`src/rtl/fifo1r1w_rdstage.sv`:
```
// Read-side drain stage for fifo1r1w: pops the FIFO and re-presents words on a registered
// valid/ready port through a main+skid buffer. Optional pop counter: define RDSTAGE_POPCNT_EN.
module fifo1r1w_rdstage #(
  parameter int DWID   = 8,
  parameter int CNTWID = 16
) (
  input  logic            clk,
  input  logic            rst,
  input  logic            flush,
  input  logic            fifo_empty,
  input  logic [DWID-1:0] fifo_rdata,
  output logic            fifo_ren,
  output logic            out_valid,
  input  logic            out_ready,
  output logic [DWID-1:0] out_data
`ifdef RDSTAGE_POPCNT_EN
  ,
  output logic [CNTWID-1:0] pop_cnt
`endif
);

  typedef enum logic [1:0] {
    ST_EMPTY = 2'd0,
    ST_ONE   = 2'd1,
    ST_TWO   = 2'd2
  } state_t;

  state_t          state_r;
  logic [DWID-1:0] main_r;
  logic [DWID-1:0] skid_r;
  logic            valid_r;
  logic            acc_s;

  // The pop decision never looks at out_ready, so the consumer's timing stays out of the FIFO.
  assign fifo_ren  = !rst && !flush && !fifo_empty && (state_r != ST_TWO);
  assign acc_s     = valid_r && out_ready;
  assign out_valid = valid_r;
  assign out_data  = main_r;

  // Occupancy FSM with main/skid buffer; out_valid is registered alongside the state.
  always_ff @(posedge clk) begin
    if (rst) begin
      state_r <= ST_EMPTY;
      main_r  <= {DWID{1'b0}};
      skid_r  <= {DWID{1'b0}};
      valid_r <= 1'b0;
    end else if (flush) begin
      state_r <= ST_EMPTY;
      main_r  <= {DWID{1'b0}};
      skid_r  <= {DWID{1'b0}};
      valid_r <= 1'b0;
    end else begin
      case (state_r)
        ST_EMPTY: begin
          if (fifo_ren) begin
            state_r <= ST_ONE;
            main_r  <= fifo_rdata;
            valid_r <= 1'b1;
          end else begin
            state_r <= ST_EMPTY;
            valid_r <= 1'b0;
          end
        end
        ST_ONE: begin
          if (fifo_ren && acc_s) begin
            state_r <= ST_ONE;
            main_r  <= fifo_rdata;
            valid_r <= 1'b1;
          end else if (fifo_ren) begin
            state_r <= ST_TWO;
            skid_r  <= fifo_rdata;
            valid_r <= 1'b1;
          end else if (acc_s) begin
            state_r <= ST_EMPTY;
            valid_r <= 1'b0;
          end else begin
            state_r <= ST_ONE;
            valid_r <= 1'b1;
          end
        end
        ST_TWO: begin
          // The skid word is always younger than main, so it moves up on a transfer.
          if (acc_s) begin
            state_r <= ST_ONE;
            main_r  <= skid_r;
            valid_r <= 1'b1;
          end else begin
            state_r <= ST_TWO;
            valid_r <= 1'b1;
          end
        end
        default: begin
          state_r <= ST_EMPTY;
          main_r  <= {DWID{1'b0}};
          skid_r  <= {DWID{1'b0}};
          valid_r <= 1'b0;
        end
      endcase
    end
  end

`ifdef RDSTAGE_POPCNT_EN
  logic [CNTWID-1:0] pop_cnt_r;

  // Count every pop, wrapping naturally; cleared together with the buffered words.
  always_ff @(posedge clk) begin
    if (rst) begin
      pop_cnt_r <= {CNTWID{1'b0}};
    end else if (flush) begin
      pop_cnt_r <= {CNTWID{1'b0}};
    end else if (fifo_ren) begin
      pop_cnt_r <= pop_cnt_r + {{(CNTWID-1){1'b0}}, 1'b1};
    end else begin
      pop_cnt_r <= pop_cnt_r;
    end
  end

  assign pop_cnt = pop_cnt_r;
`else
  // CNTWID stays on the parameter list so both builds instantiate identically.
  if (CNTWID < 1) begin : g_cntwid_unused
  end
`endif

endmodule

```
`config.mk`:
```
export PLATFORM = sky130hd
export DESIGN_NAME = fifo1r1w_rdstage
export DESIGN_NICKNAME = d
export VERILOG_FILES = /design/src/rtl/fifo1r1w_rdstage.sv
export SDC_FILE = /design/constraint.sdc
export NUM_CORES = 1
export LEC_CHECK = 0
export ABC_AREA = 1
export ABC_CLOCK_PERIOD_IN_PS = 1700
export BUFFER_PORTS_ARGS = -buffer_cell sky130_fd_sc_hd__buf_2
export CORE_AREA = 2 2 51 53
export DETAILED_ROUTE_END_ITERATION = 16
export DIE_AREA = 0 0 53 55
export PLACE_DENSITY = 0.69
export REMOVE_ABC_BUFFERS = 1
export SYNTH_ARGS = -nofsm -noshare
export SYNTH_HDL_FRONTEND = slang
export SYNTH_SLANG_ARGS = --single-unit
```
`constraint.sdc`:
```
create_clock -name clk -period 1.7 [get_ports clk]
set_clock_uncertainty 0.2 [all_clocks]
set_input_delay 0.17 -clock clk [delete_from_list [all_inputs] [get_ports clk]]
set_output_delay 0.17 -clock clk [all_outputs]
set_load 0.03 [all_outputs]
```
# After elaboration in Yosys (flattened, before gate mapping)
# Cells that the tools add are included.
dict set report word_totals {
  word_cells 43
  input_bits 13
  ff_bits 19
  out_inout_bits 10
}
dict set report op_classes {
  n_reduce_logical 13
  bitwise 1
  eq_ne 8
  muxes 17
}
# cell count
set ops {}
lappend ops {{$mux 8} 4}
lappend ops {{$pmux 8 s3} 1}
lappend ops {{$pmux 8 s2} 1}
lappend ops {{$ne 2x2->1 const B} 6}
lappend ops {{$mux 1} 6}
lappend ops {{$mux 2} 3}
lappend ops {{$pmux 2 s3} 1}
lappend ops {{$reduce_and 3->1} 2}
lappend ops {{$logic_and 1x1->1} 5}
lappend ops {{$reduce_or 2->1} 2}
lappend ops {{$logic_not 1->1} 3}
lappend ops {{$pmux 1 s3} 1}
lappend ops {{$eq 2x1->1 const B} 1}
lappend ops {{$eq 2x2->1 const B} 1}
lappend ops {{$logic_not 2->1} 1}
lappend ops {{$not 1->1} 1}

# Longest topological paths before layout
# Gate-level depths: netlist of run 1.
dict set report logic_depth {
  depth_word 7
  mapped_depth 10
}

# Worst setup path after synthesis of run 1
# Ideal clock, no wire load.
dict set report synth_path {
  path_type {register to register}
  start {reg state_r[1]}
  end {reg main_r[0] (netlist: out_data[0])}
  path_slack_ps -479
  arrival_time_ps 1865
  setup_ps 113
  path_buffers 0
  synth_period_minus_slack_ps 2179
  path_stages_with_launch 10
  path_cell_list {dfxtp_1 > inv_2 > nor2_1 > nor2_1 > ha_1 > nor2_1 > nor2_2 > nand3_1 > nand2_1 > nor2_1}
}
dict set report synth_between {
  elab_chain_cells 5
}
# element line_no
set synth_rtl {}
lappend synth_rtl {{start: declaration} 28} ;# state_t state_r;
lappend synth_rtl {{start signal: assignment} 43} ;# state_r <= ST_EMPTY;
lappend synth_rtl {{start signal: assignment} 48} ;# state_r <= ST_EMPTY;
lappend synth_rtl {{start signal: assignment} 56} ;# state_r <= ST_ONE;
lappend synth_rtl {{$ne 2x2->1 (*)} 35} ;# assign fifo_ren = !rst && !flush && !fifo_empty && (state_r != ST_TWO);
lappend synth_rtl {{$logic_and 1x1->1 (*)} 35}
lappend synth_rtl {{net fifo_ren} 12} ;# output logic fifo_ren,
lappend synth_rtl {{$logic_and 1x1->1} 65} ;# if (fifo_ren && acc_s) begin
lappend synth_rtl {{$ne 2x2->1 (no source line)} -}
lappend synth_rtl {{$reduce_and 3->1 (no source line) (*)} -}
lappend synth_rtl {{end signal: assignment} 44} ;# main_r <= {DWID{1'b0}};
lappend synth_rtl {{end signal: assignment} 49} ;# main_r <= {DWID{1'b0}};
lappend synth_rtl {{end signal: assignment} 67} ;# main_r <= fifo_rdata;
lappend synth_rtl {{end: declaration} 29} ;# logic [DWID-1:0] main_r;
# The timed path passes the listed nets; every way through them passes the cells marked *.
# A chain may end at the register's enable or synchronous reset.

# Worst setup path in the final report of run 1
dict set report layout_path {
  start {reg state_r[1]}
  end {reg state_r[0]}
}
dict set report layout_between {
  elab_chain_cells 5
}
# element line_no
set layout_rtl {}
lappend layout_rtl {{$ne 2x2->1} 35}
lappend layout_rtl {{$logic_and 1x1->1} 35}
lappend layout_rtl {{$mux 2 or $logic_and 1x1->1 (tied branches)} {69, 65}}
lappend layout_rtl {{$mux 2} 65}
lappend layout_rtl {{$pmux 2 s3 (*)} 53} ;# case (state_r)
# Mark *: on every way between the ends. The rest lies on a longest branch, timed or not.

==> flow_summary.ini, run 1 <==
[run_status]
outcome = finished, final reports clean

[synth]
synthArstFlopShare_pct = 0
ys_ff_latch = 19
synth_area_sq_um = 1050
yosys_warnings = 0
ys_types = 18
yosys-top-cells-count = 34 x nand2_1, 26 x nand3_1, 22 x nor2_1, 19 x dfxtp_1, 14 x inv_1
synth_edf_count = 0
syn_inst = 154
synth_flop_cell = dfxtp_1
synth.avg_cell_area_sq_um = 6.83
yosysMostFrequentCell = nand2_1
ys_top_cells_by_area = dfxtp_1 36%, nand3_1 12%, nand2_1 12%
netlist.area_leader.share_pct = 36.1
synth_area_leader_cell = dfxtp_1
yosysSeqAreaShare_pct = 36.1

[critical_path]
crit_arrival_ns = 1.58
cp-end-kind = flip-flop
cp_top_family = flip-flops
crit_slowest_cell = dfxtp_2
worstPathMaxFanout = 2
cp_slowest_stage_delay_ns = 0.34
crit_type = reg -> reg
rrSetupSlack_ns = 0.1
crit_required_ns = 1.68
critical_path_depth = 10
path_buf_inv = 3
cp_cell_sequence = inv_2 -> nor2_4 -> nor2_4 -> buf_6 -> inv_2 -> ha_1 -> nand2_1 -> o21ai_1 -> a21oi_1 -> nor2_1
startpoint_type = flip-flop
ff2ff_path_depth = 10

[routing]
post-route-drc-count = 0
drt_first_iter_violations = 24
routedWlPerCell_um = 10.5
routed_via_density = 4.83
ant_nets = 0
dr_total_vias = 1073
routed_wl_mm = 2.33
drtPass1Iterations = 4

[layout]
antenna_cells = 0
ff_latch_area_sq_um = 383
final_cell_count_no_fill = 222
syn_to_final_growth_pct = 33.2
fill_cells = 236
layout-drive-gt1-share_pct = 28.1
nets = 208
multi_input_comb_area_sq_um = 608
design_area_sq_um = 1400

[sta]
setup_viol = 0
period_share_pct = 94.1
fmax_mhz = 625
timing.hold.ws_ns = 0.110
slew_headroom_pct = 76.0
maxSlewViolCount = 0
fin_crit_ns = 1.60
rsz0062_at_grt = yes
worstMarginPinSlew_ns = 0.360
hold_viol = 0

[run]
max_cap_viol_count = 0

[power]
switchingPower_uw = 229
peakVddDrop_uv = 366
p_comb_share_pct = 17.9
seqPwrFrac_pct = 54.8
powerDensity_nw_per_um2 = 594
swShare_pct = 27.5
p_leak_uw = 0.000657
pwr-share-clk_pct = 27.3
p_int_uw = 604

[placed_design]
dpl_cell_area_sq_um = 1250
hpwl_mm = 1.81
port_buffers = 22
place_inst = 211
gp_congestion = 0.780

[die]
placementRows = 18
die_w_um = 53
core_area_sq_um = 2360
start_util_pct = 44.5
io_pins = 23
die_y_um = 55
die_area_sq_um = 2920

[clock_network]
cts_sinks = 19
root_buffer = clkbuf_4
cts_made_buffers = 3
clock_latency_ns = 0.29
cts_tree = yes
path_clk_slew_ns = 0.11
clock_path_buffers = 2
ctsHtreeMaxLevel = 1

[hold_path]
min_path_type = in -> reg
whs_path_depth = 5

[grt]
grt_max_degree = 19
antenna_found_initial = 0
grt_pass1_wl_mm = 3.97
track_usage_pct = 18.3
grt_pass1_vias = 968
grt_overflow = 0
## repair_timing
item / CTS / global route
setup buffers: 0 / 0
hold endpoints to repair: 8 / 0
resized for setup: 3 / 11
pin swaps: 1 / 9
setup endpoints to repair: 8 / 17
hold buffers: 8 / 0
## cell families (layout without fill, tap and decap cells)
family / Yosys count / after routing / share of synthesized area [%]
buf+inv: 24 / 62 / 9.99
flops: 19 / 19 / 36.1
simple gates: 96 / 96 / 44.2
compound gates: 13 / 13 / 7.25
fa+ha+maj: 2 / 2 / 2.38
## final timing paths
check                    from     endpoint
setup / recovery   state_r[1]   state_r[0]
hold / removal            rst  out_data[6]
setup reg to reg   state_r[1]   state_r[0]
hold reg to reg   out_data[3]  out_data[3]
## sequential cells by signal, summed over array words and instances, names as in the netlist
signal / cells
out_data: 8
out_valid: 1
skid_r: 8
state_r: 2
## routing by layer
metal	up-vias	global-route usage, %	share of wire [%]
li1	576	-	-
met1	463	22.6	45
met2	32	32.1	50
met3	2	2.69	4.4
met4	0	7.26	0.39
met5	-	0	0
## placed cells by master (no fill, tap or decap)
cell type and count:
nand2_1 34, nand3_1 26, buf_2 22, nor2_1 20, dfxtp_1 17, inv_1 13
a21oi_1 9, nand4_1 8, dlygate4sd3_1 8, buf_4 7, inv_2 6, nor2_4 3
nand2_4 3, clkbuf_4 3, nor2_8 2, dfxtp_2 2, a21oi_4 1, a21oi_2 1
o21ai_0 1, o21ai_1 1, ha_1 1, ha_4 1, clkinv_2 1, buf_12 1
buf_6 1
## power by group through the flow
stage               Clock, uW  Sequential (uW)  Combinational (uW)
global route              257              457                 167
finish                    227              456                 149
CTS                       241              456                 145
detailed placement          0              466                 130
global placement            0              466                 129
floorplan                   0              480                69.2
## area by class of cell
class                      instances  share of cell area (%)
clock inverter                     1                   0.357
tap                               30                    2.68
timing repair buffer              39                    19.6
multi-input combinational        111                    43.4
sequential                        19                    27.3
inverter                          19                    5.09
clock buffer                       3                    1.61
## tightest hold or removal path, stage by stage
cell,delay [ns]
buf_2,0.09
nor2_1,0.05
buf_4,0.17
nand2_1,0.07
nor2_1,0.03
## through the flow
stage / setup TNS (ns) / setup slack, ns / total power, uW / utilization [%]
after floorplan: -14.40 / -0.908 / 549 / -
after global placement: -0.376 / -0.0490 / 595 / 53.0
after detailed placement: -1.09 / -0.0895 / 597 / 53.0
after CTS: 0 / 0.0118 / 842 / 57.8
after global routing: -0.0260 / -0.0117 / 882 / 59.3
final: 0 / 0.0997 / 833 / 59.3
No activity file was read; power rests on OpenSTA's default activity.
==> run 2: changes to the inputs <==
- PLACE_DENSITY: 0.69 -> 0.7
==> flow_summary.ini, run 2 (same netlist as run 1, synthesis figures left out) <==
[clock_network]
path_clk_slew_ns = 0.12
cts_tree = yes
clock_path_buffers = 2
cts_made_buffers = 3
clock_latency_ns = 0.29
cts_sinks = 19
ctsHtreeMaxLevel = 1
root_buffer = clkbuf_4

[sta]
setup_viol = 0
period_share_pct = 95.2
finalWorstSetupSlack_ns = 0.0811
maxSlewViolCount = 0
fin_crit_ns = 1.62
slew_headroom_pct = 76.5
fmax_mhz = 618
timing.hold.ws_ns = 0.100
hold_viol = 0
worstMarginPinSlew_ns = 0.351

[die]
start_util_pct = 44.5
core_area_sq_um = 2360
placementRows = 18
die_y_um = 55
io_pins = 23
die_w_um = 53
die_area_sq_um = 2920

[routing]
drtPass1Iterations = 4
routedWlPerCell_um = 11.1
post-route-drc-count = 0
routed_via_density = 4.96
ant_nets = 0
drt_first_iter_violations = 24
dr_total_vias = 1122
routed_wl_mm = 2.50

[critical_path]
worstPathMaxFanout = 4
path_buf_inv = 3
crit_slowest_cell = dfxtp_2
crit_type = reg -> reg
ff2ff_path_depth = 9
crit_arrival_ns = 1.65
cp_top_family = simple AND/OR/NAND/NOR gates
crit_start = state_r[1]
rrSetupSlack_ns = 0.08
reg2reg_to = skid_r[2]
crit_required_ns = 1.73
cp-end-kind = flip-flop
r2r-start = state_r[1]
cp_cell_sequence = inv_2 -> nor2_4 -> nor2_4 -> ha_4 -> buf_6 -> nor2_8 -> buf_6 -> nand4_1 -> a21oi_1
cp_slowest_stage_delay_ns = 0.35
startpoint_type = flip-flop

[power]
seqPwrFrac_pct = 54.1
p_int_uw = 605
pwr-share-clk_pct = 27.9
powerDensity_nw_per_um2 = 588
peakVddDrop_uv = 382
p_comb_share_pct = 18.0
switchingPower_uw = 237
swShare_pct = 28.1
p_leak_uw = 0.000680
report.power.total_uw = 842

[layout]
final_cell_count_no_fill = 226
ff_latch_area_sq_um = 383
final_cell_mix = 34 x nand2_1, 26 x nand3_1, 22 x buf_2
nets = 212
syn_to_final_growth_pct = 36.1
antenna_cells = 0
multi_input_comb_area_sq_um = 604
layout-drive-gt1-share_pct = 28.6
fill_cells = 224
final_common_cell = nand2_1

[grt]
grt_pass1_wl_mm = 4.29
grt_max_degree = 19
grt_pass1_vias = 1019
antenna_found_initial = 0
grt_overflow = 0
track_usage_pct = 19.7

[placed_design]
place_inst = 213
gp_congestion = 0.791
dpl_worst_slack_ns = -0.0977
hpwl_mm = 1.83
port_buffers = 22

[hold_path]
min_path_type = in -> reg
whs_endpoint = out_data[1]
min_from = rst
whs_path_depth = 5

[run]
max_cap_viol_count = 0

[run_status]
outcome = finished, final reports clean
[run 2: worst register-to-register path: stages (launching register included)]
cell	delay [ns]
dfxtp_2	0.35
inv_2	0.05
nor2_4	0.13
nor2_4	0.06
ha_4	0.17
buf_6	0.12
nor2_8	0.12
buf_6	0.12
nand4_1	0.09
a21oi_1	0.14
[run 2: worst max-delay path by stage]
stage	to	cells past startpoint
after floorplan	out_data[0]	9
after global placement	state_r[0]	11
after detailed placement	state_r[0]	11
after CTS	skid_r[4]	9
after global routing	state_r[0]	10
final	skid_r[2]	9
[run 2: repair_timing]
action,CTS,global route
setup buffers,0,1
endpoints found under the setup margin,8,17
hold endpoints to repair,8,0
hold buffers,8,0
pin swaps,0,9
gates resized for setup,3,15
[run 2: power by group through the flow]
stage | Clock, uW | Sequential [uW] | Combinational (uW)
floorplan | 0 | 480 | 69.2
global placement | 0 | 466 | 129
detailed placement | 0 | 466 | 131
CTS | 239 | 456 | 145
global route | 259 | 457 | 169
finish | 235 | 456 | 151
[run 2: per-layer routing]
layer / global-route usage (%) / up-vias / wire [um]
met3: 2.96 / 2 / 147
li1: - / 581 / -
met4: 6.84 / 0 / 9
met2: 36.0 / 30 / 1270
met1: 23.5 / 509 / 1080
met5: 0 / - / 0
[run 2: layout make-up]
type	instances	share of cell area, %
clock buffer	3	1.57
clock inverter	1	0.349
inverter	19	5.15
multi-input combinational	111	42.2
sequential	19	26.7
tap	30	2.62
timing repair buffer	43	21.4
[run 2: stage by stage]
stage | cell area (sq um) | util [%] | TNS (ns)
2_1_floorplan | 1020 | - | -14.40
3_3_place_gp | 1260 | 53.1 | -0.347
3_5_place_dp | 1260 | 53.1 | -1.00
4_1_cts | 1370 | 57.9 | 0
5_1_grt | 1430 | 60.6 | -0.0547
6_report | 1430 | 60.6 | 0
==> run 3: changes to the inputs <==
==> constraint.sdc (replaced) <==
create_clock -name clk -period 1.7 [get_ports clk]
set_clock_uncertainty 0.2 [all_clocks]
set_input_delay 0.085 -clock clk [delete_from_list [all_inputs] [get_ports clk]]
set_output_delay 0.085 -clock clk [all_outputs]
set_load 0.03 [all_outputs]
==> flow_summary.ini, run 3 (same netlist as run 1, synthesis figures left out) <==
[sta]
fmax_mhz = 597
rsz0062_at_grt = yes
fin_crit_ns = 1.68
timing.hold.ws_ns = -0.0719
hold_viol = 1
worstMarginPinSlew_ns = 0.364
timing.setup.tns_ns = 0
slew_headroom_pct = 75.6
maxSlewViolCount = 0
setup_viol = 0
period_share_pct = 98.6

[grt]
antenna_found_initial = 0
grt_pass1_wl_mm = 4.08
track_usage_pct = 19.1
grt_overflow = 0
grt_pass1_vias = 958
grt_max_degree = 19

[critical_path]
crit_type = reg -> reg
startpoint_type = flip-flop
crit_arrival_ns = 1.65
rrSetupSlack_ns = 0.02
crit_start = state_r[1]
crit_required_ns = 1.68
cp-end-kind = flip-flop
r2r-start = state_r[1]
worstPathMaxFanout = 8

[clock_network]
cts_tree = yes
path_clk_slew_ns = 0.11
clock_latency_ns = 0.30
ctsHtreeMaxLevel = 1
clock_path_buffers = 2
cts_made_buffers = 3
root_buffer = clkbuf_4
cts_sinks = 19
holdBufCountCts = 8

[routing]
drtPass1Iterations = 4
drt_first_iter_violations = 17
routed_via_density = 4.87
ant_nets = 0
post-route-drc-count = 0
routed_wl_mm = 2.41
routedWlPerCell_um = 10.9
dr_total_vias = 1081

[layout]
design_area_sq_um = 1370
final_cell_mix = 33 x nand2_1, 26 x nand3_1, 22 x buf_2
final_common_cell = nand2_1
antenna_cells = 0
layout-drive-gt1-share_pct = 26.0
syn_to_final_growth_pct = 30.2
nets = 208
fill_cells = 238

[die]
io_pins = 23
start_util_pct = 44.5
die_w_um = 53
placementRows = 18
die_y_um = 55
core_area_sq_um = 2360
die_area_sq_um = 2920

[placed_design]
dpl_cell_area_sq_um = 1230
hpwl_mm = 1.74
port_buffers = 22
gp_congestion = 0.787

[run_status]
failed_checks = hold timing
outcome = finished with violations

[hold_path]
min_from = out_ready
min_path_type = in -> reg

[power]
report.power.total_uw = 837
peakVddDrop_uv = 422
powerDensity_nw_per_um2 = 611
p_leak_uw = 0.000654

[run]
max_cap_viol_count = 0
## run 3: path summary, 6_finish.rpt
kind | cells past startpoint | endpoint
setup / recovery | 9 | skid_r[5]
hold / removal | 4 | state_r[1]
setup reg to reg | 9 | skid_r[5]
hold reg to reg | 2 | skid_r[6]
## run 3: critical path: stages (launching register included)
cell and delay [ns]:
dfxtp_2 0.35, inv_2 0.05, nor2_4 0.10, nor2_2 0.05
ha_1 0.23, buf_4 0.17, nor2_8 0.13, nand2_4 0.10
nand3_1 0.09, a21oi_1 0.09
## run 3: final cells by class
class	instances	area, sq um	area share (%)
Multi-Input combinational cell	112	601	43.8
Sequential cell	19	382	27.9
Timing Repair Buffer	38	250	18.3
Inverter	19	73.8	5.39
Clock buffer	4	26.3	1.92
Tap cell	30	37.5	2.74
## run 3: timing repair
action                                  CTS  global route
hold endpoints to repair                  9             1
gates resized for setup                   3             6
buffers inserted                          0             0
pin swaps                                 1             2
cloned                                    1             0
endpoints found under the setup margin    8            17
## run 3: routing by layer
layer | wire length, um | track usage (%) | part of all wire (%)
met1 | 1070 | 22.6 | 44
met2 | 1200 | 34.0 | 50
met3 | 112 | 2.42 | 4.6
met4 | 31 | 9.83 | 1.3
met5 | 0 | 0 | 0
## run 3: metrics by stage
stage               std cells  setup slack (ns)  utilization, %
floorplan                 149            -0.823               -
global placement          209           -0.0926            51.9
detailed placement        209           -0.0966            51.9
CTS                       222            0.0185            57.2
global route              222           -0.0496            57.9
finish                    222            0.0238            57.9
## run 3: where the power goes
group	switching (uW)	internal, uW	total [uW]
clock network	144	91.5	236
registers	3.61	452	456
logic	83.8	61.4	145
total	232	605	837
